**src/rtl/iob_vexriscv_bus_arbiter_if.sv**
```systemverilog
`default_nettype none
// ============================================================================
//  Module      : iob_vexriscv_bus_arbiter_if
//  Description : IOb native bus bundle (request + response) with master and
//                slave views. The master drives the request; the slave
//                returns ready and the read response.
//  Revision    : 1.0 - initial release
// ============================================================================
interface iob_vexriscv_bus_arbiter_if #(
    parameter int ADDR_W = 32,
    parameter int DATA_W = 32
);
    logic                avalid;
    logic [ADDR_W-1:0]   addr;
    logic [DATA_W-1:0]   wdata;
    logic [DATA_W/8-1:0] wstrb;
    logic                ready;
    logic                rvalid;
    logic [DATA_W-1:0]   rdata;

    // Request originator (CPU side, or the arbiter towards memory)
    modport master (
        output avalid, addr, wdata, wstrb,
        input  ready, rvalid, rdata
    );

    // Request consumer (memory side, or the arbiter towards the CPU)
    modport slave (
        input  avalid, addr, wdata, wstrb,
        output ready, rvalid, rdata
    );
endinterface
`default_nettype wire

```
**src/rtl/iob_vexriscv_bus_arbiter.sv**
```systemverilog
`default_nettype none
// ============================================================================
//  Module      : iob_vexriscv_bus_arbiter
//  Description : Two-to-one round-robin arbiter sharing a single IOb memory
//                port between the VexRiscv instruction bus (m0) and data
//                bus (m1). At most one read is outstanding; its response is
//                steered back to the requester that issued it. Writes finish
//                on the accept cycle.
//  Revision    : 1.0 - initial release
// ============================================================================
module iob_vexriscv_bus_arbiter #(
    parameter int ADDR_W = 32,
    parameter int DATA_W = 32
) (
    input  wire logic                 clk_i,
    input  wire logic                 rst_i,
    input  wire logic                 cke_i,
    iob_vexriscv_bus_arbiter_if.slave  m0,
    iob_vexriscv_bus_arbiter_if.slave  m1,
    iob_vexriscv_bus_arbiter_if.master s,
    output logic                      busy_o
);

    localparam int STRB_W = DATA_W / 8;

    typedef enum logic [1:0] {
        ST_IDLE   = 2'd0,
        ST_ISSUE  = 2'd1,
        ST_WAIT_R = 2'd2
    } state_t;

    state_t state_q, state_d;
    logic   owner_q, owner_d;   // requester holding the port (0=m0, 1=m1)
    logic   last_q,  last_d;    // requester granted most recently
    logic   busy_q,  busy_d;

    logic              w_grant_vld;
    logic              w_grant_idx;
    logic              w_sel_avalid;
    logic [ADDR_W-1:0] w_sel_addr;
    logic [DATA_W-1:0] w_sel_wdata;
    logic [STRB_W-1:0] w_sel_wstrb;
    logic              w_accept;
    logic              w_rd_return;

    // Grant selection: round-robin in IDLE, locked to the owner in ISSUE,
    // nobody while a read response is pending.
    always_comb begin
        w_grant_vld = 1'b0;
        w_grant_idx = 1'b0;
        case (state_q)
            ST_IDLE: begin
                if (m0.avalid && m1.avalid) begin
                    w_grant_vld = 1'b1;
                    w_grant_idx = ~last_q;
                end else if (m0.avalid) begin
                    w_grant_vld = 1'b1;
                    w_grant_idx = 1'b0;
                end else if (m1.avalid) begin
                    w_grant_vld = 1'b1;
                    w_grant_idx = 1'b1;
                end
            end
            ST_ISSUE: begin
                w_grant_vld = 1'b1;
                w_grant_idx = owner_q;
            end
            default: begin
                w_grant_vld = 1'b0;
                w_grant_idx = 1'b0;
            end
        endcase
    end

    // Request mux: pick the granted requester's fields
    always_comb begin
        w_sel_avalid = m0.avalid;
        w_sel_addr   = m0.addr;
        w_sel_wdata  = m0.wdata;
        w_sel_wstrb  = m0.wstrb;
        if (w_grant_idx) begin
            w_sel_avalid = m1.avalid;
            w_sel_addr   = m1.addr;
            w_sel_wdata  = m1.wdata;
            w_sel_wstrb  = m1.wstrb;
        end
    end

    // Zero-latency forwarding; data lines are zeroed when nobody holds a grant
    assign s.avalid = w_grant_vld & w_sel_avalid;
    assign s.addr   = w_grant_vld ? w_sel_addr  : '0;
    assign s.wdata  = w_grant_vld ? w_sel_wdata : '0;
    assign s.wstrb  = w_grant_vld ? w_sel_wstrb : '0;

    assign m0.ready = w_grant_vld & ~w_grant_idx & s.ready;
    assign m1.ready = w_grant_vld &  w_grant_idx & s.ready;

    assign w_accept = s.avalid & s.ready;

    // Responses only count while a read is outstanding; strays are dropped
    assign w_rd_return = (state_q == ST_WAIT_R) & s.rvalid;
    assign m0.rvalid   = w_rd_return & ~owner_q;
    assign m1.rvalid   = w_rd_return &  owner_q;

    // Read data is broadcast; rvalid alone qualifies it
    assign m0.rdata = s.rdata;
    assign m1.rdata = s.rdata;

    // Next-state computation for the arbitration FSM
    always_comb begin
        state_d = state_q;
        owner_d = owner_q;
        last_d  = last_q;
        case (state_q)
            ST_IDLE, ST_ISSUE: begin
                if (w_accept) begin
                    owner_d = w_grant_idx;
                    last_d  = w_grant_idx;
                    state_d = (w_sel_wstrb == '0) ? ST_WAIT_R : ST_IDLE;
                end else if (w_grant_vld) begin
                    // Lock the grant so the presented request stays put
                    owner_d = w_grant_idx;
                    state_d = ST_ISSUE;
                end
            end
            ST_WAIT_R: begin
                if (s.rvalid) begin
                    state_d = ST_IDLE;
                end
            end
            default: begin
                state_d = ST_IDLE;
            end
        endcase
        busy_d = (state_d != ST_IDLE);
    end

    // State registers; reset wins, otherwise update only when enabled
    always_ff @(posedge clk_i) begin
        if (rst_i) begin
            state_q <= ST_IDLE;
            owner_q <= 1'b0;
            last_q  <= 1'b1;
            busy_q  <= 1'b0;
        end else if (cke_i) begin
            state_q <= state_d;
            owner_q <= owner_d;
            last_q  <= last_d;
            busy_q  <= busy_d;
        end
    end

    assign busy_o = busy_q;

endmodule
`default_nettype wire
```
**src/flat_wrapper.sv**
```systemverilog
// flat-port wrapper written by rule: the top's interface ports become plain ports
module iob_vexriscv_bus_arbiter_flat 
#(
    parameter int ADDR_W = 32,
    parameter int DATA_W = 32
)
  (clk_i, rst_i, cke_i, busy_o, m0_avalid, m0_addr, m0_wdata, m0_wstrb, m0_ready, m0_rvalid, m0_rdata, m1_avalid, m1_addr, m1_wdata, m1_wstrb, m1_ready, m1_rvalid, m1_rdata, s_avalid, s_addr, s_wdata, s_wstrb, s_ready, s_rvalid, s_rdata);
  iob_vexriscv_bus_arbiter_if #(.ADDR_W(ADDR_W), .DATA_W(DATA_W)) m0_i ();
  iob_vexriscv_bus_arbiter_if #(.ADDR_W(ADDR_W), .DATA_W(DATA_W)) m1_i ();
  iob_vexriscv_bus_arbiter_if #(.ADDR_W(ADDR_W), .DATA_W(DATA_W)) s_i ();
  input  wire logic clk_i;
  input  wire logic rst_i;
  input  wire logic cke_i;
  output logic busy_o;
  input wire logic [$bits(m0_i.avalid)-1:0] m0_avalid;
  input wire logic [$bits(m0_i.addr)-1:0] m0_addr;
  input wire logic [$bits(m0_i.wdata)-1:0] m0_wdata;
  input wire logic [$bits(m0_i.wstrb)-1:0] m0_wstrb;
  output wire logic [$bits(m0_i.ready)-1:0] m0_ready;
  output wire logic [$bits(m0_i.rvalid)-1:0] m0_rvalid;
  output wire logic [$bits(m0_i.rdata)-1:0] m0_rdata;
  input wire logic [$bits(m1_i.avalid)-1:0] m1_avalid;
  input wire logic [$bits(m1_i.addr)-1:0] m1_addr;
  input wire logic [$bits(m1_i.wdata)-1:0] m1_wdata;
  input wire logic [$bits(m1_i.wstrb)-1:0] m1_wstrb;
  output wire logic [$bits(m1_i.ready)-1:0] m1_ready;
  output wire logic [$bits(m1_i.rvalid)-1:0] m1_rvalid;
  output wire logic [$bits(m1_i.rdata)-1:0] m1_rdata;
  output wire logic [$bits(s_i.avalid)-1:0] s_avalid;
  output wire logic [$bits(s_i.addr)-1:0] s_addr;
  output wire logic [$bits(s_i.wdata)-1:0] s_wdata;
  output wire logic [$bits(s_i.wstrb)-1:0] s_wstrb;
  input wire logic [$bits(s_i.ready)-1:0] s_ready;
  input wire logic [$bits(s_i.rvalid)-1:0] s_rvalid;
  input wire logic [$bits(s_i.rdata)-1:0] s_rdata;
  assign m0_i.avalid = m0_avalid;
  assign m0_i.addr = m0_addr;
  assign m0_i.wdata = m0_wdata;
  assign m0_i.wstrb = m0_wstrb;
  assign m0_ready = m0_i.ready;
  assign m0_rvalid = m0_i.rvalid;
  assign m0_rdata = m0_i.rdata;
  assign m1_i.avalid = m1_avalid;
  assign m1_i.addr = m1_addr;
  assign m1_i.wdata = m1_wdata;
  assign m1_i.wstrb = m1_wstrb;
  assign m1_ready = m1_i.ready;
  assign m1_rvalid = m1_i.rvalid;
  assign m1_rdata = m1_i.rdata;
  assign s_avalid = s_i.avalid;
  assign s_addr = s_i.addr;
  assign s_wdata = s_i.wdata;
  assign s_wstrb = s_i.wstrb;
  assign s_i.ready = s_ready;
  assign s_i.rvalid = s_rvalid;
  assign s_i.rdata = s_rdata;
  iob_vexriscv_bus_arbiter #(.ADDR_W(ADDR_W), .DATA_W(DATA_W)) u_core (.clk_i(clk_i), .rst_i(rst_i), .cke_i(cke_i), .m0(m0_i), .m1(m1_i), .s(s_i), .busy_o(busy_o));
endmodule
```
**config.mk**
```make
export PLATFORM = sky130hd
export DESIGN_NAME = iob_vexriscv_bus_arbiter_flat
export DESIGN_NICKNAME = d
export VERILOG_FILES = /design/src/rtl/iob_vexriscv_bus_arbiter_if.sv /design/src/rtl/iob_vexriscv_bus_arbiter.sv /design/src/flat_wrapper.sv
export SDC_FILE = /design/constraint.sdc
export NUM_CORES = 1
export LEC_CHECK = 0
export ABC_AREA = 0
export CAP_MARGIN = 40
export CORE_AREA = 4 4 118 120
export CTS_CLUSTER_SIZE = 40
export DETAILED_ROUTE_END_ITERATION = 12
export DIE_AREA = 0 0 122 124
export GPL_TIMING_DRIVEN = 1
export SYNTH_ARGS = -nofsm -noshare
export SYNTH_HDL_FRONTEND = slang
export SYNTH_SLANG_ARGS = --single-unit
```
**constraint.sdc**
```tcl
create_clock -name clk_i -period 4 [get_ports clk_i]
set_clock_uncertainty 0.2 [all_clocks]
set_input_delay 0.6 -clock clk_i [delete_from_list [all_inputs] [get_ports clk_i]]
set_output_delay 0.6 -clock clk_i [all_outputs]
set_load 0.05 [all_outputs]
```
# Yosys cells after proc, flatten, opt, wreduce, memory -nomap -nowiden
# Index checks and enable logic that the tools add are counted.
# op_classes
eq_ne,2
n_mux,21
bitwise,12
n_reduce_logical,8
# ops
op,n
two-way mux 32 bit,4
bitwise AND 1 bit,9
two-way mux 1 bit,8
two-way mux 2 bit,4
two-way mux 4 bit,2
AND reduction 3 bit,2
logical NOT 4 bit,1
case mux 1 bit (2 select lines),2
case mux 2 bit (2 select lines),1
nonzero test 2 bit,2
NOT 1 bit,3
equality test 2 x 1 -> 1 bit (second input constant),1
equality test 2 bit (second input constant),1
logical NOT 2 bit,1
OR reduction 2 bit,1
logical AND 1 bit,1
# totals
ff_bits,5
inputBits,175
out_inout_bits,138
elab_cells,47

# Logic depth before layout (Yosys ltp)
# logic_depth
depth_word,10
mapped_depth,7

# Worst setup path before layout
# Ideal clock, no wire load.
# synth_path
path_kind,input to output
from,input s_rvalid
to,output m0_rvalid
arrival_time_ps,2189
setup_slack_ps,1011
path_stages,1
n_path_buf,0
path_cell_list,nor4b_1
# synth_between
elab_chain_cells,2
# synth_rtl
item,line,source
"start, declared",flat_wrapper.sv:34,input wire logic [$bits(s_i.rvalid)-1:0] s_rvalid;
bitwise AND 1 bit,iob_vexriscv_bus_arbiter.sv:101,assign w_rd_return = (state_q == ST_WAIT_R) & s.rvalid;
bitwise AND 1 bit,iob_vexriscv_bus_arbiter.sv:102,assign m0.rvalid = w_rd_return & ~owner_q;
"end, declared",flat_wrapper.sv:20,output wire logic [$bits(m0_i.rvalid)-1:0] m0_rvalid;
# No other way between the ends.

# Worst setup path in the final report
# layout_path
from,input m1_avalid
to,output s_wstrb[3]
# layout_between
elab_chain_cells,6
# layout_rtl
item,line,source
"start, declared",flat_wrapper.sv:22,input wire logic [$bits(m1_i.avalid)-1:0] m1_avalid;
two-way mux 1 bit,iob_vexriscv_bus_arbiter.sv:59,end else if (m1.avalid) begin
two-way mux 1 bit,iob_vexriscv_bus_arbiter.sv:56,end else if (m0.avalid) begin
two-way mux 1 bit,iob_vexriscv_bus_arbiter.sv:53,if (m0.avalid && m1.avalid) begin
case mux 1 bit (2 select lines),iob_vexriscv_bus_arbiter.sv:51,case (state_q)
two-way mux 4 bit,iob_vexriscv_bus_arbiter.sv:81,if (w_grant_idx) begin
two-way mux 4 bit (*),iob_vexriscv_bus_arbiter.sv:93,assign s.wstrb = w_grant_vld ? w_sel_wstrb : '0;
"end, declared",flat_wrapper.sv:32,output wire logic [$bits(s_i.wstrb)-1:0] s_wstrb;
# Every way passes the cells marked *; elsewhere a longest branch is shown, timed or not.

==> run metrics <==
via-per-instance ratio 4.054; Critical R2R Launch u_core.owner_q$_SDFFE_PP0P_; outcome completed; CP arrival 2760 ps; setup TNS 0 ps; chip height 124 um; Sequential Power Share 0.047; Post-DP HPWL 7225 um; PwrDens 298.9 nW/um^2; WHS Path Cells 2; CP cell instances clkdlybuf4s50_1, nor2b_2, a22o_2, nand3_1, a21oi_1, clkdlybuf4s50_1; CP max-delay cell clkdlybuf4s50_1; count leader, synth buf_4; Routed WL 8545 um; post-synthesis mux area share 0.01536; Synth Register Bits 5; dominant register cell in the synthesized netlist dfxtp_1; buffer depth of the longest clock path 2; CTS Sinks 5; worst slack at placement 443.0 ps; reg-to-reg slack, setup 2280 ps; share of cells above drive strength 1 0.2428; Max Freq 281.2 MHz; initial antenna violation count 0; HP Start u_core.owner_q$_SDFFE_PP0P_; main combinational cell family by area after synthesis compound AO/OA/AOI/OAI gates; clock share of power 0.131; CTS tree done; Core Area 12980 um^2; Power Total 1245 uW; n_diodes 0; Syn Nets 377; H-tree levels 1; Die Span X 122 um; CP bufs+invs 2; Comb pwr share 0.822; Hold Crit Class flop to flop; Clock Latency Late Sink 220 ps; Num CTS Buffers 3; Synth top area share 0.3441; RSZ-0062 raised after global routing false; xor-xnor portion of the synthesized cell area 0; Placed Cells 518; switching share of total power 0.4404; FF-to-FF End u_core.last_q$_SDFFE_PP1P_; via count 2116; post-layout min period 3556 ps; Worst path max stage delay 840 ps; area delta synth->final 155.8%; Layout Cells excl Fill 522; Placer Congestion 0.7992; number of enable flip-flop cells after synthesis 0; post-CTS setup buffers 0; VDD IR-drop max 0.1808 mV; GRT Residual Overflow 0; Min-Delay Endpoint u_core.owner_q$_SDFFE_PP0P_; Max Cap Violations 0; Worst path most repeated cell clkdlybuf4s50_1; CP Max Fanout 8; Area contributors post-synth a22o_1, buf_4, dfxtp_1; Die ar. 15130 um^2; WL per Instance 16.37 um; CTS resizes 0; Hold Violations, Final 0; Final WS setup 444.0 ps; Worst Tran Pin Value 539.6 ps; Cell variety after synth 36; Syn Inst Count 202; IO Pins 313; switching pwr 548.5 uW; final setup violation count 0; post-synthesis sequential area ratio 0.06144; fin crit share 0.8890; max_slew headroom 0.6398; Pint 696.9 uW; Synth area leader a22o_1; Req. time, crit path 3200 ps; nets@finish 522; Post-CTS Hold Buffers 0; Final Core Density 0.3210; Clk pin slew, worst setup/hold paths 30 ps; CP top delay family buffers and inverters; Pleak 0.001663 uW; Initial Utilization 0.1255; Post-synth top cells buf_4, a22o_1, a21oi_1; Simple-Gate Fraction of Synth Area 0.08602; largest net degree at the start of global routing 45; max-slew violation count 0; Synth Area in Compound Gates 0.4601; R2R cell count 3; Cell Rows 42; first-pass GRT wire length 11970 um; syn_area_per_cell 8.065 um^2; synthesized area 1629 um^2; CP Launch Type input port; Ys Warns 0; CP Capture Type output pin; asr flop ratio synth 0; DR pass1 iterations 4; DR iter-0 viols 85; # DRC 0; ANT nets after route 0; Crit path depth 6; crit path kind input port to output pin; vias in the first global route 2189; GRT Total Usage 0.09798; Root Buffer clkbuf_16; PortBufs 216; Synth Area in Adders 0
## layout make-up
type | instances | area [um^2]
inverters | 3 | 11.26
flip-flops and latches | 5 | 100.1
well taps | 176 | 220.2
clock buffers | 4 | 78.83
fillers | 1327 | 8813
repair buffers | 220 | 2830
multi-input cells | 114 | 925.9
## routing by layer
metal  up-vias  wire length, um  GRT usage
met5         -                0          0
met3        16             1040    0.03361
met4         0               63    0.01891
met2       126             4512     0.1910
li1        998                -          -
met1       976             2928     0.1017
## sequential cells by signal, indices dropped and copies added (netlist names)
signal,flops
u_core.state_q,2
u_core.busy_o,1
u_core.last_q,1
u_core.owner_q,1
## layout by cell type (no fill, tap or decap), types with 2 or more instances in the layout
cell type	n
nor2_1	3
nand3_1	5
o21a_1	2
buf_12	64
nor4_1	2
a2bb2oi_1	2
clkdlybuf4s50_1	151
o211ai_1	2
inv_2	2
buf_4	5
o21ai_0	5
a22o_1	64
dfxtp_1	5
clkbuf_16	3
nand2b_1	3
a21oi_1	5
## stage by stage
stage | hold slack [ps] | cell area, um^2
6_report | 419.3 | 4167
5_1_grt | 465.6 | 4167
4_1_cts | 424.6 | 4167
3_5_place_dp | 413.9 | 4088
3_3_place_gp | 390.2 | 4088
2_1_floorplan | 349.1 | 1629
## tightest hold or removal path, delay by kind of cell, from the launching register on
kind / cells / cell delay (ps)
flip-flops: 1 / 390
AO/OA/AOI/OAI: 2 / 180
## worst max path at each step
stage                    from          to  slack [ps]
floorplan            s_rvalid   m0_rvalid        1010
global placement    m1_avalid  s_wstrb[2]         490
detailed placement  m1_avalid  s_wstrb[3]         440
CTS                 m1_avalid  s_wstrb[3]         440
global route        m1_avalid  s_wstrb[3]         340
finish              m1_avalid  s_wstrb[3]         440
## power groups by stage
stage	sequential (uW)	clock, uW	combinational [uW]
floorplan	58.8	0	649
global placement	58.7	0	1020
detailed placement	58.7	0	1030
CTS	58.1	165	1030
global route	58.9	170	1060
finish	58.1	164	1020
## cell families (layout without fill, tap and decap cells)
logic type	after synthesis	count (layout)
compound gates	89	89
buf+inv	83	227
flops	5	5
mux	2	2
simple gates	23	23
Note: power is estimated with default switching activity, not from simulation.
